===== config.mk =====
export PLATFORM = sky130hd
export DESIGN_NAME = display_scan_controller
export DESIGN_NICKNAME = d
export VERILOG_FILES = /design/src/rtl/display_pkg.sv /design/src/rtl/seg7_decoder.sv /design/src/rtl/display_scan_controller.sv
export SDC_FILE = /design/constraint.sdc
export NUM_CORES = 1
export LEC_CHECK = 0
export CAP_MARGIN = 0
export CORE_MARGIN = 4
export CORE_UTILIZATION = 52
export CTS_CLUSTER_DIAMETER = 30
export DETAILED_ROUTE_END_ITERATION = 12
export GPL_TIMING_DRIVEN = 0
export PLACE_DENSITY_LB_ADDON = 0.15
export SETUP_SLACK_MARGIN = 0.3
export SLEW_MARGIN = 40
export SYNTH_ARGS = -nofsm -noshare
export SYNTH_HDL_FRONTEND = slang
export SYNTH_SLANG_ARGS = --single-unit

===== constraint.sdc =====
create_clock -name clk -period 5.7 [get_ports clk]
set_input_delay 0.855 -clock clk [delete_from_list [all_inputs] [get_ports clk]]
set_output_delay 0.855 -clock clk [all_outputs]
set_load 0.03 [all_outputs]

===== src/rtl/display_pkg.sv =====
// Shared definitions for the multiplexed 7-segment scan controller:
// scan state encoding, segment patterns and the digit count.
package display_pkg;

    localparam int unsigned DIGITS = 4;

    typedef enum logic [1:0] {
        ST_GUARD = 2'd0,
        ST_ON    = 2'd1,
        ST_OFF   = 2'd2
    } scan_state_t;

    // Segment order is {g,f,e,d,c,b,a}, active-high.
    localparam logic [6:0] SEG_0    = 7'b0111111;
    localparam logic [6:0] SEG_1    = 7'b0000110;
    localparam logic [6:0] SEG_2    = 7'b1011011;
    localparam logic [6:0] SEG_3    = 7'b1001111;
    localparam logic [6:0] SEG_4    = 7'b1100110;
    localparam logic [6:0] SEG_5    = 7'b1101101;
    localparam logic [6:0] SEG_6    = 7'b1111101;
    localparam logic [6:0] SEG_7    = 7'b0000111;
    localparam logic [6:0] SEG_8    = 7'b1111111;
    localparam logic [6:0] SEG_9    = 7'b1101111;
    localparam logic [6:0] SEG_DASH = 7'b1000000;

endpackage


===== src/rtl/seg7_decoder.sv =====
// BCD nibble to 7-segment pattern; non-decimal codes show a dash.
module seg7_decoder
    import display_pkg::*;
(
    input  logic [3:0] nibble_i,
    output logic [6:0] seg_o
);

    // Pure lookup, no state.
    always_comb begin
        seg_o = SEG_DASH;
        case (nibble_i)
            4'd0:    seg_o = SEG_0;
            4'd1:    seg_o = SEG_1;
            4'd2:    seg_o = SEG_2;
            4'd3:    seg_o = SEG_3;
            4'd4:    seg_o = SEG_4;
            4'd5:    seg_o = SEG_5;
            4'd6:    seg_o = SEG_6;
            4'd7:    seg_o = SEG_7;
            4'd8:    seg_o = SEG_8;
            4'd9:    seg_o = SEG_9;
            default: seg_o = SEG_DASH;
        endcase
    end

endmodule


===== src/rtl/display_scan_controller.sv =====
// Four-digit multiplexed 7-segment scan controller.
//
// state    | meaning
// ---------+--------------------------------------------------------
// ST_GUARD | slot start, all anodes off so the previous digit fades
// ST_ON    | current digit's anode driven, segments shown
// ST_OFF   | rest of the slot after the brightness on-time, dark
//
// A new value is taken into a pending register by a valid/ready
// handshake and only moves to the displayed register at frame start,
// so a frame never mixes two values. All outputs are registered and
// computed from next-cycle values so they move with the state.
module display_scan_controller #(
    parameter int unsigned DIGITS       = display_pkg::DIGITS,
    parameter int unsigned SLOT_CYCLES  = 100000,
    parameter int unsigned BLANK_CYCLES = 64
) (
    input  logic              clk,
    input  logic              reset,
    input  logic              load_valid,
    output logic              load_ready,
    input  logic [15:0]       load_data,
    input  logic [3:0]        load_dp,
    input  logic              blank_lz,
    input  logic [3:0]        bright,
    output logic [6:0]        seg,
    output logic              dp,
    output logic [DIGITS-1:0] an,
    output logic              frame_start
);

    import display_pkg::*;

    localparam int unsigned      CNT_W    = $clog2(SLOT_CYCLES);
    localparam logic [CNT_W-1:0] LAST_CNT = CNT_W'(SLOT_CYCLES - 1);
    localparam logic [31:0]      SPAN     = 32'(SLOT_CYCLES - BLANK_CYCLES);
    localparam logic [31:0]      BLANK    = 32'(BLANK_CYCLES);

    scan_state_t        state_q, state_d;
    logic [CNT_W-1:0]   slot_cnt_q, slot_cnt_d;
    logic [1:0]         digit_q, digit_d;
    logic               run_q, run_d;
    logic [3:0]         bright_q, bright_d;
    logic               pending_q, pending_d;
    logic [15:0]        pend_data_q, pend_data_d;
    logic [3:0]         pend_dp_q, pend_dp_d;
    logic [15:0]        act_data_q, act_data_d;
    logic [3:0]         act_dp_q, act_dp_d;
    logic               load_ready_q, load_ready_d;
    logic               frame_start_q, frame_start_d;
    logic [6:0]         seg_q, seg_d;
    logic               dp_q, dp_d;
    logic [DIGITS-1:0]  an_q, an_d;

    logic [31:0]        cnt_ext;
    logic [31:0]        on_end;
    logic [3:0]         nibble_sel;
    logic [6:0]         seg_dec;
    logic               blank_digit;

    seg7_decoder u_dec (
        .nibble_i (nibble_sel),
        .seg_o    (seg_dec)
    );

    // Next-state: slot timing, handshake/commit, state and output decode.
    always_comb begin
        slot_cnt_d    = slot_cnt_q;
        digit_d       = digit_q;
        run_d         = run_q;
        bright_d      = bright_q;
        pending_d     = pending_q;
        pend_data_d   = pend_data_q;
        pend_dp_d     = pend_dp_q;
        act_data_d    = act_data_q;
        act_dp_d      = act_dp_q;
        state_d       = ST_GUARD;
        seg_d         = 7'd0;
        dp_d          = 1'b0;
        an_d          = '1;
        blank_digit   = 1'b0;

        // First running cycle after reset is the start of digit 0's slot.
        if (!run_q) begin
            run_d      = 1'b1;
            slot_cnt_d = '0;
            digit_d    = 2'd0;
        end else if (slot_cnt_q == LAST_CNT) begin
            slot_cnt_d = '0;
            digit_d    = digit_q + 2'd1;
        end else begin
            slot_cnt_d = slot_cnt_q + CNT_W'(1);
        end

        frame_start_d = (slot_cnt_d == '0) && (digit_d == 2'd0);

        // Commit uses the flag as it stood in the frame_start cycle, so a
        // value accepted in that same cycle waits for the next frame.
        if (frame_start_q && pending_q) begin
            act_data_d = pend_data_q;
            act_dp_d   = pend_dp_q;
            pending_d  = 1'b0;
        end
        if (load_valid && load_ready_q) begin
            pend_data_d = load_data;
            pend_dp_d   = load_dp;
            pending_d   = 1'b1;
        end
        load_ready_d = ~pending_d;

        if (slot_cnt_d == '0) begin
            bright_d = bright;
        end

        cnt_ext = 32'(slot_cnt_d);
        on_end  = BLANK + ((SPAN * {28'd0, bright_d}) >> 4);

        if (cnt_ext < BLANK) begin
            state_d = ST_GUARD;
        end else if (cnt_ext < on_end) begin
            state_d = ST_ON;
        end else begin
            state_d = ST_OFF;
        end

        nibble_sel = act_data_d[{digit_d, 2'b00} +: 4];

        case (digit_d)
            2'd3:    blank_digit = blank_lz && (act_data_d[15:12] == 4'd0);
            2'd2:    blank_digit = blank_lz && (act_data_d[15:8] == 8'd0);
            2'd1:    blank_digit = blank_lz && (act_data_d[15:4] == 12'd0);
            default: blank_digit = 1'b0;
        endcase

        if (state_d == ST_ON) begin
            an_d  = ~(DIGITS'(1) << digit_d);
            seg_d = blank_digit ? 7'd0 : seg_dec;
            dp_d  = act_dp_d[digit_d];
        end
    end

    // State and data registers with synchronous active-low reset.
    always_ff @(posedge clk) begin
        if (!reset) begin
            state_q       <= ST_GUARD;
            slot_cnt_q    <= '0;
            digit_q       <= 2'd0;
            run_q         <= 1'b0;
            bright_q      <= 4'd0;
            pending_q     <= 1'b0;
            pend_data_q   <= 16'd0;
            pend_dp_q     <= 4'd0;
            act_data_q    <= 16'd0;
            act_dp_q      <= 4'd0;
            load_ready_q  <= 1'b0;
            frame_start_q <= 1'b0;
            seg_q         <= 7'd0;
            dp_q          <= 1'b0;
            an_q          <= '1;
        end else begin
            state_q       <= state_d;
            slot_cnt_q    <= slot_cnt_d;
            digit_q       <= digit_d;
            run_q         <= run_d;
            bright_q      <= bright_d;
            pending_q     <= pending_d;
            pend_data_q   <= pend_data_d;
            pend_dp_q     <= pend_dp_d;
            act_data_q    <= act_data_d;
            act_dp_q      <= act_dp_d;
            load_ready_q  <= load_ready_d;
            frame_start_q <= frame_start_d;
            seg_q         <= seg_d;
            dp_q          <= dp_d;
            an_q          <= an_d;
        end
    end

    assign load_ready  = load_ready_q;
    assign frame_start = frame_start_q;
    assign seg         = seg_q;
    assign dp          = dp_q;
    assign an          = an_q;

endmodule


==> Flow_metrics.wiki, run 1 <==
{| class="wikitable"
! Metric !! Value
|-
| Number of endpoints with negative hold slack in the final report || 0
|-
| Final setup fails || 12
|-
| Area inside the core boundary || 9240 µm²
|-
| Net Sw Frac || 0.2954
|-
| Inserted Diodes || 0
|-
| Worst setup margin || -0.2664 ns
|-
| Placed wire-length estimate after detailed placement || 9551 µm
|-
| Global-route congestion overflow total || 0
|-
| Post-synthesis share of cell area spent on and, or, nand and nor gates || 0.2592
|-
| End of the worst register-to-register path || an[0]$_SDFF_PN1_
|-
| Arrival time at the worst endpoint || 6.22 ns
|-
| First-pass GRT wire length || 21890 µm
|-
| Vias per inst || 5.705
|-
| FF+latch count, synth || 79
|-
| Skew final || 0.01253 ns
|-
| Length of the first detailed-routing pass in iterations || 5
|-
| Worst Hold Margin || 0.4566 ns
|-
| Clk slew on worst S/H paths || 0.09 ns
|-
| DP Cell Count || 778
|-
| Syn Std Cell Area || 4957 µm²
|-
| Startpoint of the worst setup timing path || slot_cnt_q[1]$_SDFF_PN0_
|-
| Required @ worst endpoint || 5.95 ns
|-
| Syn-to-layout area delta || 34.07%
|-
| Final number of max-transition violations || 0
|-
| Crit Path Class || register to register
|-
| Depth of the most critical reg-to-reg path || 31
|-
| Clock period minus final worst setup slack || 5.966 ns
|-
| Critical path's most frequent cell || sky130_fd_sc_hd__ha_4
|-
| Post-Layout Cell Count || 833
|-
| Failing checks || negative setup slack
|-
| Share of synthesized flip-flops with an asynchronous set or reset || 0
|-
| TritonCTS clock tree || yes
|-
| Routed length per instance || 16.33 µm
|-
| Proportion of layout cells with a drive suffix above 1 || 0.2315
|-
| Power density normalized to cell area || 206.6 nW/µm²
|-
| Die outline area || 11160 µm²
|-
| Slowest cell on the critical path || sky130_fd_sc_hd__dfxtp_4
|-
| Longest individual stage delay on the worst path || 0.37 ns
|-
| Initial antenna violation count || 0
|-
| RSZ-0062 raised after global routing || yes
|-
| PnR Total Power || 1373 µW
|-
| Share of synthesized cell area in full adder, half adder and majority cells || 0.09844
|-
| Horizontal extent of the die || 105.6 µm
|-
| Startpoint of the worst-slack reg-to-reg timing path || slot_cnt_q[1]$_SDFF_PN0_
|-
| Slew at the pin closest to its max-slew limit || 0.6803 ns
|-
| Maximum number of buffers from clock root to sink || 2
|-
| Hold bufs inserted after CTS || 0
|-
| Total clock sinks || 79
|-
| Worst setup path endpoint || an[0]$_SDFF_PN1_
|-
| Residual DRC || 0
|-
| Parity-gate share of the synthesized area counting xor and xnor cells || 0.05477
|-
| EDFF count, synth || 0
|-
| Via total after detailed routing || 4752
|-
| Fraction of power consumed by combinational cells || 0.233
|-
| Highest attainable clock frequency || 0.1676 GHz
|-
| Detailed Route WL || 13600 µm
|-
| Multiplexer share of the synthesized area || 0.05603
|-
| Number of cells on the worst hold path || 2
|-
| Syn_nets || 675
|-
| Most common cell after layout, fill and taps aside || sky130_fd_sc_hd__nand2_1
|-
| Largest family of logic cells by synthesized area || simple AND/OR/NAND/NOR gates
|-
| Flop-to-flop setup slack || -0.27 ns
|-
| Element type at the critical path end || register
|-
| Number of buffers added by the clock tree synthesis step || 9
|-
| Largest net degree at the start of global routing || 16
|-
| Leak Pwr || 0.002496 µW
|-
| Top Ports || 42
|-
| Die outline height || 105.6 µm
|-
| Final-stage net count || 766
|-
| Via count of the first global-routing pass || 4544
|-
| Sequential group share of total power || 0.420
|-
| Total global routing track utilization || 0.2392
|-
| Number of distinct library cell variants in the gate-level netlist after synthesis || 65
|-
| Mean Syn Cell Area || 8.153 µm²
|-
| Psw || 405.7 µW
|-
| Number of violations reported at the end of detailed-routing iteration 0 || 305
|-
| Count of buffers inserted at the top-level ports || 41
|-
| Compound-cell area share of the yosys netlist || 0.1734
|-
| Worst skew pair latency || 0.36 ns
|-
| Synthesis Warnings || 0
|-
| Post-route cell area || 6646 µm²
|-
| Top FF cell, synth || sky130_fd_sc_hd__dfxtp_1
|-
| Sequential area share after synthesis || 0.3190
|-
| Placement Rows || 35
|-
| Relative contribution of the clock network to total power || 0.347
|-
| Count of mapped cells out of synthesis || 608
|-
| Worst ir drop on vdd || 149.3 µV
|-
| Worst slew slack as a fraction of its limit || 0.5424
|-
| Total number of H-tree levels || 3
|-
| Class of the most critical hold timing path || register to register
|-
| Root Buffer Master || sky130_fd_sc_hd__clkbuf_8
|-
| Commonest cells after routing, fill and taps aside || sky130_fd_sc_hd__nand2_1, sky130_fd_sc_hd__dfxtp_1, sky130_fd_sc_hd__nor2_1
|-
| Kind of start point of the critical path || register
|-
| Internal power || 967.6 µW
|-
| Remaining number of nets flagged by the antenna check after routing || 0
|-
| Run status || finished, violations left
|-
| Count of maximum capacitance violations || 0
|-
| Dpl cell area || 5707 µm²
|-
| Starting Density || 0.5365
|-
| Placer's final routability congestion estimate || 0.9445
|-
| Maximum fanout count along the critical path || 5
|-
| Share of the cycle needed by the critical path after routing || 1.047
|}
-- metal layers --
metal	vias to the layer above	track usage	routed length, µm	part of all wire
met5	-	0	0	0
met4	0	0.06568	214	0.016
met3	24	0.04409	937	0.069
met2	175	0.3843	6268	0.46
met1	2210	0.3295	6180	0.45
li1	2343	-	-	-
-- logic make-up (layout without fill, tap and decap cells) --
group / Yosys count / in the layout
AND/OR/NAND/NOR: 262 / 262
AO/OA/AOI/OAI: 131 / 131
flip-flops: 79 / 79
buffers and inverters: 48 / 144
adder cells (fa/ha/maj): 39 / 39
XOR/XNOR: 31 / 31
multiplexers: 18 / 18
-- what timing repair did --
action	4_1_cts	5_1_grt
gates cloned	1	0
gates resized for setup	53	34
pin swaps	11	14
buffers inserted	24	14
endpoints found under the setup margin	12	12
-- worst max-delay path: cells and delay by family (launching register included) --
kind / cells / cell delay [ns]
buf+inv: 4 / 0.65
flops: 1 / 0.37
xor+xnor: 1 / 0.12
simple gates: 10 / 1.41
mux: 1 / 0.35
fa+ha+maj: 5 / 0.96
compound gates: 10 / 1.97
-- final cells by class --
| cell class | count | area (µm²) |
|---|---|---|
| plain buffers | 31 | 181.4 |
| clock buffers | 9 | 123.9 |
| clock inverters | 7 | 102.6 |
| fillers | 705 | 2594 |
| inverters | 17 | 63.81 |
| multi-input cells | 481 | 3701 |
| flip-flops and latches | 79 | 1594 |
| well taps | 129 | 161.4 |
| repair buffers | 80 | 718.2 |
-- flip-flops by register name, summed over array words and instances, names as in the netlist --
register	flops
digit_q	2
pend_dp_q	4
act_dp_q	4
act_data_q	16
pending_q	1
frame_start	1
bright_q	4
slot_cnt_q	17
pend_data_q	16
run_q	1
an	4
dp	1
seg	7
load_ready	1
-- worst min-delay path by stage --
stage,from,endpoint,slack [ns]
detailed placement,act_dp_q[1]$_SDFF_PN0_,act_dp_q[1]$_SDFF_PN0_,0.45
global placement,act_data_q[3]$_SDFF_PN0_,act_data_q[3]$_SDFF_PN0_,0.44
global route,act_dp_q[3]$_SDFF_PN0_,act_dp_q[3]$_SDFF_PN0_,0.47
finish,act_dp_q[1]$_SDFF_PN0_,act_dp_q[1]$_SDFF_PN0_,0.46
floorplan,act_data_q[3]$_SDFF_PN0_,act_data_q[3]$_SDFF_PN0_,0.43
CTS,act_dp_q[1]$_SDFF_PN0_,act_dp_q[1]$_SDFF_PN0_,0.46
-- power by group through the flow --
stage	clock, µW	sequential, µW	combinational (µW)
5_1_grt	511	578	352
2_1_floorplan	0	586	173
3_5_place_dp	0	588	241
6_report	477	576	320
3_3_place_gp	0	588	233
4_1_cts	481	575	299
-- through the flow --
step           utilization  setup TNS, ns  setup slack [ns]
6_report            0.7193         -2.960           -0.2664
5_1_grt             0.7193         -6.241           -0.5475
4_1_cts             0.6930         -1.589           -0.1587
3_5_place_dp        0.6176         -12.40            -1.081
3_3_place_gp        0.6176         -10.48           -0.9106
2_1_floorplan            -              0           0.03751
-- cells in the mapped netlist, types with 3 or more instances --
library cell | instances | area [µm²]
sky130_fd_sc_hd__clkbuf_1 | 22 | 82.58
sky130_fd_sc_hd__nor2b_1 | 3 | 18.77
sky130_fd_sc_hd__or3_1 | 3 | 18.77
sky130_fd_sc_hd__buf_1 | 3 | 11.26
sky130_fd_sc_hd__ha_1 | 39 | 488.0
sky130_fd_sc_hd__nor2_1 | 59 | 221.5
sky130_fd_sc_hd__a31oi_1 | 7 | 43.79
sky130_fd_sc_hd__inv_1 | 16 | 60.06
sky130_fd_sc_hd__nor3_1 | 11 | 55.05
sky130_fd_sc_hd__or4_1 | 3 | 22.52
sky130_fd_sc_hd__and3_1 | 8 | 50.05
sky130_fd_sc_hd__mux4_1 | 3 | 78.83
sky130_fd_sc_hd__nand3b_1 | 3 | 22.52
sky130_fd_sc_hd__nand4_1 | 12 | 75.07
sky130_fd_sc_hd__nor4_1 | 4 | 25.02
sky130_fd_sc_hd__a21oi_1 | 57 | 285.3
sky130_fd_sc_hd__nand3_1 | 13 | 65.06
sky130_fd_sc_hd__a21boi_0 | 3 | 22.52
sky130_fd_sc_hd__o41ai_1 | 5 | 43.79
sky130_fd_sc_hd__xnor2_1 | 21 | 183.9
sky130_fd_sc_hd__dfxtp_1 | 79 | 1582
sky130_fd_sc_hd__a311oi_1 | 4 | 35.03
sky130_fd_sc_hd__mux2i_1 | 8 | 80.08
sky130_fd_sc_hd__xor2_1 | 10 | 87.58
sky130_fd_sc_hd__and4_1 | 4 | 35.03
sky130_fd_sc_hd__o21a_1 | 4 | 30.03
sky130_fd_sc_hd__nand2_1 | 108 | 405.4
sky130_fd_sc_hd__mux4_2 | 3 | 67.56
sky130_fd_sc_hd__and2_1 | 10 | 62.56
sky130_fd_sc_hd__a211oi_1 | 6 | 45.04
sky130_fd_sc_hd__a21o_1 | 10 | 75.07
sky130_fd_sc_hd__o211a_1 | 3 | 30.03
sky130_fd_sc_hd__buf_2 | 5 | 25.02
sky130_fd_sc_hd__o21ai_0 | 12 | 60.06
sky130_fd_sc_hd__nand2b_1 | 8 | 50.05
(Power assumes the default switching activity.)
==> run 2, diff against run 1 <==
--- a/config.mk
+++ b/config.mk
@@ -6,6 +6,7 @@
 export NUM_CORES = 1
 export LEC_CHECK = 0
 export CAP_MARGIN = 0
+export CORE_ASPECT_RATIO = 0.6
 export CORE_MARGIN = 4
 export CORE_UTILIZATION = 52
 export CTS_CLUSTER_DIAMETER = 30
==> run 2 against run 1 <==
  * The run still ends with negative setup slack left
  * Worst hold slack barely moved
  * Clock power up 24%
  * Register-to-register slack lost 0.06 ns
  * Sequential cell count stayed put
  * Total power grew 10%
  * First-iteration DRC count increased by 68%
  * Maximum frequency shrank 1.1%
  * Cell area grew 2.4%
  * Non-clock buffer count rose by 4
  * Via count is 4.8% higher
  * Clock skew down 0.0069 ns
  * Largest cell class unchanged
==> Flow_metrics.wiki, run 2 (synthesis gave the netlist of run 1 again) <==
{| class="wikitable"
! Metric !! Value
|-
| Run status || finished, violations left
|-
| Failing checks || negative setup slack
|-
| Worst setup margin || -0.3312 ns (-0.06487 ns)
|-
| Length of the first detailed-routing pass in iterations || 7 (+2)
|-
| Final setup fails || 12 (unchanged)
|-
| Fraction of power consumed by combinational cells || 0.228 (-0.005)
|-
| First-pass GRT wire length || 23000 µm (+5.1%)
|-
| Placed wire-length estimate after detailed placement || 10300 µm (+7.9%)
|-
| Count of buffers inserted at the top-level ports || 41 (unchanged)
|-
| Count of maximum capacitance violations || 0 (unchanged)
|-
| Register with the highest flop count || slot_cnt_q
|-
| Die outline height || 83.63 µm (-21%)
|-
| Highest attainable clock frequency || 0.1658 GHz (-1.1%)
|-
| Critical path's most frequent cell || sky130_fd_sc_hd__ha_4
|-
| Via count of the first global-routing pass || 4509 (-0.77%)
|-
| RSZ-0062 raised after global routing || yes
|-
| Routed length per instance || 18.02 µm (+10%)
|-
| Clock period minus final worst setup slack || 6.031 ns (+0.06487 ns)
|-
| Residual DRC || 0 (unchanged)
|-
| TritonCTS clock tree || yes
|-
| Number of endpoints with negative hold slack in the final report || 0 (unchanged)
|-
| Kind of start point of the critical path || register
|-
| Relative contribution of the clock network to total power || 0.391 (+0.044)
|-
| Total number of H-tree levels || 3 (unchanged)
|-
| Number of violations reported at the end of detailed-routing iteration 0 || 513 (+68%)
|-
| Placer's final routability congestion estimate || 0.8874 (-6.0%)
|-
| DP Cell Count || 779 (+0.13%)
|-
| Required @ worst endpoint || 5.94 ns (about the same)
|-
| Die outline area || 11210 µm² (+0.46%)
|-
| Slowest cell on the critical path || sky130_fd_sc_hd__or3_4
|-
| Inserted Diodes || 0 (unchanged)
|-
| Maximum number of buffers from clock root to sink || 2 (unchanged)
|-
| Worst ir drop on vdd || 166.7 µV (+12%)
|-
| Slew at the pin closest to its max-slew limit || 0.6365 ns (-0.04384 ns)
|-
| Share of the cycle needed by the critical path after routing || 1.058 (+0.01138)
|-
| Vias per inst || 5.945 (+4.2%)
|-
| Maximum fanout count along the critical path || 8 (+3)
|-
| Place WS || -1.337 ns (-0.2569 ns)
|-
| Largest regs || slot_cnt_q: 17 flops, act_data_q: 16 flops, pend_data_q: 16 flops
|-
| Crit Path Class || register to register
|-
| Flip-flop count of the largest register, all copies and words added || 17 (unchanged)
|-
| Final number of max-transition violations || 0 (unchanged)
|-
| Remaining number of nets flagged by the antenna check after routing || 0 (unchanged)
|-
| Longest individual stage delay on the worst path || 0.39 ns (+0.02 ns)
|-
| Post-route cell area || 6804 µm² (+2.4%)
|-
| Syn-to-layout area delta || 37.25%
|-
| Dpl cell area || 5708 µm² (about the same)
|-
| Worst slew slack as a fraction of its limit || 0.5757 (+0.03330)
|-
| Starting Density || 0.5375 (+0.001019)
|-
| Global-route congestion overflow total || 0 (unchanged)
|-
| Internal power || 1067 µW (+10%)
|-
| Area inside the core boundary || 9223 µm² (-0.19%)
|-
| Setup TNS || -3.665 ns (-0.7048 ns)
|-
| Horizontal extent of the die || 134.1 µm (+27%)
|-
| Proportion of layout cells with a drive suffix above 1 || 0.2401 (+0.008579)
|-
| Initial antenna violation count || 0 (unchanged)
|-
| Psw || 448.9 µW (+11%)
|-
| Net Sw Frac || 0.2961 (+0.0006940)
|-
| Total global routing track utilization || 0.2553 (+0.01611)
|-
| Placement Rows || 27 (-23%)
|-
| Commonest cells after routing, fill and taps aside || sky130_fd_sc_hd__nand2_1, sky130_fd_sc_hd__dfxtp_1, sky130_fd_sc_hd__nor2_1
|-
| Worst skew pair latency || 0.35 ns (about the same)
|-
| Post-Layout Cell Count || 838 (+0.60%)
|-
| Element type at the critical path end || register
|-
| Final-stage net count || 770 (+0.52%)
|-
| Total clock sinks || 79 (unchanged)
|-
| Root Buffer Master || sky130_fd_sc_hd__clkbuf_16
|-
| Detailed Route WL || 15100 µm (+11%)
|-
| Largest net degree at the start of global routing || 16 (unchanged)
|-
| Number of buffers added by the clock tree synthesis step || 9 (unchanged)
|-
| Sequential group share of total power || 0.381 (-0.039)
|-
| Leak Pwr || 0.002578 µW (+3.3%)
|-
| Arrival time at the worst endpoint || 6.27 ns (+0.05 ns)
|-
| Hold bufs inserted after CTS || 0 (unchanged)
|-
| Via total after detailed routing || 4982 (+4.8%)
|-
| Skew final || 0.005592 ns (-0.006934 ns)
|-
| Clk slew on worst S/H paths || 0.06 ns (-0.03 ns)
|-
| Class of the most critical hold timing path || register to register
|-
| Worst Hold Margin || 0.4565 ns (-0.00007500 ns)
|-
| Top Ports || 42 (unchanged)
|-
| Power density normalized to cell area || 222.8 nW/µm² (+7.8%)
|-
| Most common cell after layout, fill and taps aside || sky130_fd_sc_hd__nand2_1
|}
-- run 2: cell count changes in the layout (fill, tap and decap cells not counted), sizes merged --
cell and change:
clkinv -2, buf +4, bufinv -1, inv +1, clkinvlp +2
-- run 2: power groups by stage --
stage / logic [µW] / registers [µW] / clock network, µW
after floorplan: 173 / 586 / 0
after global placement: 235 / 588 / 0
after detailed placement: 246 / 589 / 0
after CTS: 282 / 577 / 598
after global routing: 374 / 578 / 624
final: 346 / 577 / 593
-- run 2: layout make-up --
| cell class | instances | area [µm²] |
|---|---|---|
| buffer | 31 | 182.7 |
| clock buffer | 9 | 225.2 |
| clock inverter | 7 | 77.57 |
| fill | 653 | 2419 |
| inverter | 17 | 63.81 |
| multi-input combinational | 481 | 3745 |
| sequential | 79 | 1597 |
| tap | 130 | 162.7 |
| timing repair buffer | 84 | 750.7 |
-- run 2: per-layer routing --
metal | part of all wire | global-route usage | up-vias
met4 | 0.014 | 0.04991 | 0
met5 | 0 | 0 | -
met2 | 0.42 | 0.3660 | 282
met1 | 0.46 | 0.3780 | 2324
li1 | - | - | 2350
met3 | 0.11 | 0.07892 | 26
-- run 2: path summary, 6_finish.rpt --
path                                                 from                endpoint  slack, ns  cells after the start
worst max-delay path            slot_cnt_q[12]$_SDFF_PN0_        an[3]$_SDFF_PN1_      -0.33                     28
worst min-delay path               act_dp_q[2]$_SDFF_PN0_  act_dp_q[2]$_SDFF_PN0_       0.46                      2
worst max register to register  slot_cnt_q[12]$_SDFF_PN0_        an[3]$_SDFF_PN1_      -0.33                     28
worst min register to register     act_dp_q[2]$_SDFF_PN0_  act_dp_q[2]$_SDFF_PN0_       0.46                      2
-- run 2: through the flow --
stage,total power (µW),utilization
after CTS,1457,0.6949
final,1516,0.7378
after global placement,823.1,0.6189
after global routing,1576,0.7378
after floorplan,758.4,-
after detailed placement,835.2,0.6189
-- run 2: what timing repair did --
item                                    4_1_cts  5_1_grt
setup buffers                                22       20
gates cloned                                  1        0
hold endpoints to repair                      0        0
endpoints found under the setup margin       12       12
gates resized for setup                      47       50
pin swaps                                    27       35
-- run 2: worst max-delay path, delay by kind of cell (launching register included) --
| family | cells | cell delay, ns |
|---|---|---|
| AND/OR/NAND/NOR | 10 | 2.20 |
| AO/OA/AOI/OAI | 8 | 1.55 |
| adder cells (fa/ha/maj) | 4 | 0.75 |
| flip-flops | 1 | 0.31 |
| multiplexers | 1 | 0.34 |
| buffers and inverters | 5 | 0.75 |
==> run 3, diff against run 2 <==
--- a/config.mk
+++ b/config.mk
@@ -6,9 +6,11 @@
 export NUM_CORES = 1
 export LEC_CHECK = 0
 export CAP_MARGIN = 0
+export CELL_PAD_IN_SITES_DETAIL_PLACEMENT = 1
+export CELL_PAD_IN_SITES_GLOBAL_PLACEMENT = 1
 export CORE_ASPECT_RATIO = 0.6
 export CORE_MARGIN = 4
-export CORE_UTILIZATION = 52
+export CORE_UTILIZATION = 40
 export CTS_CLUSTER_DIAMETER = 30
 export DETAILED_ROUTE_END_ITERATION = 12
 export GPL_TIMING_DRIVEN = 0
==> run 3 against run 2 <==
  * The flow still finishes with violations (negative setup slack)
  * Clock skew up 0.0020 ns
  * Non-clock buffer count fell by 4
  * Critical path depth increased by 2
  * Cell area is 0.96% higher
  * Worst hold slack gained 0.0034 ns
  * First-iteration DRC count is 36% lower
  * Clock power up 8.1%
  * Via count down 0.80%
==> Flow_metrics.wiki, run 3 (synthesis gave the netlist of run 1 again) <==
{| class="wikitable"
! Metric !! Value
|-
| Run status || finished, violations left
|-
| Failing checks || negative setup slack
|-
| Utilization of the core after routing || 0.5676 (-0.1701)
|-
| Placed wire-length estimate after detailed placement || 12410 µm (+20%)
|-
| Worst slew slack as a fraction of its limit || 0.5455 (-0.03019)
|-
| Proportion of layout cells with a drive suffix above 1 || 0.2429 (+0.002785)
|-
| Starting Density || 0.4096 (-0.1279)
|-
| TritonCTS clock tree || yes
|-
| Residual DRC || 0 (unchanged)
|-
| Maximum number of buffers from clock root to sink || 2 (unchanged)
|-
| Highest attainable clock frequency || 0.1661 GHz (+0.17%)
|-
| Kind of start point of the critical path || register
|-
| Number of cells on the worst hold path || 2 (unchanged)
|-
| End of the worst register-to-register path || seg[3]$_SDFF_PP0_
|-
| Power density normalized to cell area || 228.3 nW/µm² (+2.4%)
|-
| Root Buffer Master || sky130_fd_sc_hd__clkbuf_16
|-
| Worst skew pair latency || 0.34 ns (about the same)
|-
| Share of the cycle needed by the critical path after routing || 1.056 (-0.001752)
|-
| Remaining number of nets flagged by the antenna check after routing || 0 (unchanged)
|-
| Number of endpoints with negative hold slack in the final report || 0 (unchanged)
|-
| Detailed Route WL || 17640 µm (+17%)
|-
| Top Ports || 42 (unchanged)
|-
| Flip-flop count of the largest register, all copies and words added || 17 (unchanged)
|-
| PnR Total Power || 1568 µW (+3.4%)
|-
| Leak Pwr || 0.002581 µW (+0.13%)
|-
| Worst ir drop on vdd || 129.0 µV (-23%)
|-
| Die outline height || 94.23 µm (+13%)
|-
| Worst setup margin || -0.3212 ns (+0.009989 ns)
|-
| Number of buffers added by the clock tree synthesis step || 9 (unchanged)
|-
| Element type at the critical path end || register
|-
| Startpoint of the worst-slack reg-to-reg timing path || slot_cnt_q[1]$_SDFF_PN0_
|-
| Maximum fanout count along the critical path || 5 (-3)
|-
| Slowest cell on the critical path || sky130_fd_sc_hd__dfxtp_4
|-
| Syn-to-layout area delta || 38.57%
|-
| Count of maximum capacitance violations || 0 (unchanged)
|-
| Inserted Diodes || 0 (unchanged)
|-
| Largest regs || slot_cnt_q: 17 flops, act_data_q: 16 flops, pend_data_q: 16 flops
|-
| Clock period minus final worst setup slack || 6.021 ns (-0.009989 ns)
|-
| Setup TNS || -3.422 ns (+0.2429 ns)
|-
| Most common cell after layout, fill and taps aside || sky130_fd_sc_hd__nand2_1
|-
| Placer's final routability congestion estimate || 0.9210 (+3.8%)
|-
| Clk slew on worst S/H paths || 0.06 ns (about the same)
|-
| RSZ-0062 raised after global routing || yes
|-
| Placement Rows || 31 (+15%)
|-
| Fill cell count || 1398 (+110%)
|-
| Startpoint of the worst setup timing path || slot_cnt_q[1]$_SDFF_PN0_
|-
| Area inside the core boundary || 12100 µm² (+31%)
|-
| Routed length per instance || 20.30 µm (+13%)
|-
| Count of buffers inserted at the top-level ports || 41 (unchanged)
|-
| Slew at the pin closest to its max-slew limit || 0.6817 ns (+0.04529 ns)
|-
| Register with the highest flop count || slot_cnt_q
|-
| Total number of H-tree levels || 3 (unchanged)
|-
| Via count of the first global-routing pass || 5023 (+11%)
|-
| Length of the first detailed-routing pass in iterations || 5 (-2)
|-
| Initial antenna violation count || 0 (unchanged)
|-
| Commonest cells after routing, fill and taps aside || sky130_fd_sc_hd__nand2_1, sky130_fd_sc_hd__dfxtp_1, sky130_fd_sc_hd__nor2_1
|-
| Number of violations reported at the end of detailed-routing iteration 0 || 328 (-36%)
|-
| Hold bufs inserted after CTS || 0 (unchanged)
|-
| Required @ worst endpoint || 5.96 ns (+0.02 ns)
|-
| Via total after detailed routing || 4942 (-0.80%)
|-
| Final-stage net count || 766 (-0.52%)
|-
| Total clock sinks || 79 (unchanged)
|-
| Die outline area || 14300 µm² (+28%)
|-
| Longest individual stage delay on the worst path || 0.37 ns (-0.02 ns)
|-
| Global-route congestion overflow total || 0 (unchanged)
|-
| Class of the most critical hold timing path || register to register
|-
| Final setup fails || 12 (unchanged)
|-
| Worst setup path endpoint || seg[3]$_SDFF_PP0_
|-
| Largest net degree at the start of global routing || 15 (-1)
|-
| Total global routing track utilization || 0.2488 (-0.006514)
|-
| Horizontal extent of the die || 151.7 µm (+13%)
|-
| Final number of max-transition violations || 0 (unchanged)
|-
| First-pass GRT wire length || 27440 µm (+19%)
|-
| Arrival time at the worst endpoint || 6.28 ns (about the same)
|-
| Skew final || 0.007639 ns (+0.002048 ns)
|-
| Flop-to-flop setup slack || -0.32 ns (about the same)
|-
| Depth of the most critical reg-to-reg path || 30 (+7.1%)
|-
| Worst Hold Margin || 0.4599 ns (+0.003360 ns)
|-
| Crit Path Class || register to register
|-
| Critical path's most frequent cell || sky130_fd_sc_hd__ha_4
|-
| HP Start || act_dp_q[0]$_SDFF_PN0_
|-
| Vias per inst || 5.687 (-4.3%)
|}
==> run 3: where the power goes <==
part / switching, µW / internal (µW) / total, µW
sequential: 13.4 / 563 / 576
clock: 243 / 398 / 641
combinational: 189 / 162 / 351
total: 445 / 1120 / 1570
==> run 3: worst max-delay path: cells and delay by family, from the launching register on <==
kind / cells / cell delay (ns)
multiplexers: 1 / 0.34
AND/OR/NAND/NOR: 10 / 1.62
flip-flops: 1 / 0.37
AO/OA/AOI/OAI: 9 / 1.77
buffers and inverters: 5 / 0.90
adder cells (fa/ha/maj): 5 / 0.92
==> run 3: how the worst min path moves through the flow <==
stage                                          end
after floorplan           act_data_q[3]$_SDFF_PN0_
after global placement    act_data_q[3]$_SDFF_PN0_
after detailed placement    act_dp_q[1]$_SDFF_PN0_
after CTS                   act_dp_q[0]$_SDFF_PN0_
after global routing        act_dp_q[3]$_SDFF_PN0_
final                       act_dp_q[0]$_SDFF_PN0_
==> run 3: cell type report <==
cell class	instances	area (µm²)	area share
clock inverters	6	92.59	0.01348
multi-input cells	481	3767	0.5485
inverters	17	63.81	0.009290
well taps	165	206.4	0.03005
clock buffers	10	239.0	0.03479
flip-flops and latches	79	1599	0.2328
repair buffers	80	710.7	0.1035
plain buffers	31	190.2	0.02769
==> run 3: metrics by stage <==
step	cell area (µm²)	setup slack (ns)	cells
after floorplan	5135	0.03751	608
after global placement	5752	-1.010	814
after detailed placement	5752	-1.204	814
after CTS	6584	-0.2189	855
after global routing	6869	-0.5437	869
final	6869	-0.3212	869
==> run 3: metal layers <==
layer | track usage | part of all wire | vias up | wire length (µm)
li1 | - | - | 2330 | -
met1 | 0.3743 | 0.51 | 2472 | 8944
met2 | 0.3767 | 0.44 | 119 | 7678
met3 | 0.03761 | 0.045 | 21 | 801
met4 | 0.04709 | 0.012 | 0 | 220
met5 | 0 | 0 | - | 0
==> run 3: repair_timing <==
item                                    in CTS  in global routing
gates cloned                                 1                  0
gates resized for setup                     62                 39
setup buffers                               24                 14
endpoints found under the setup margin      12                 12
pin swaps                                   25                 24
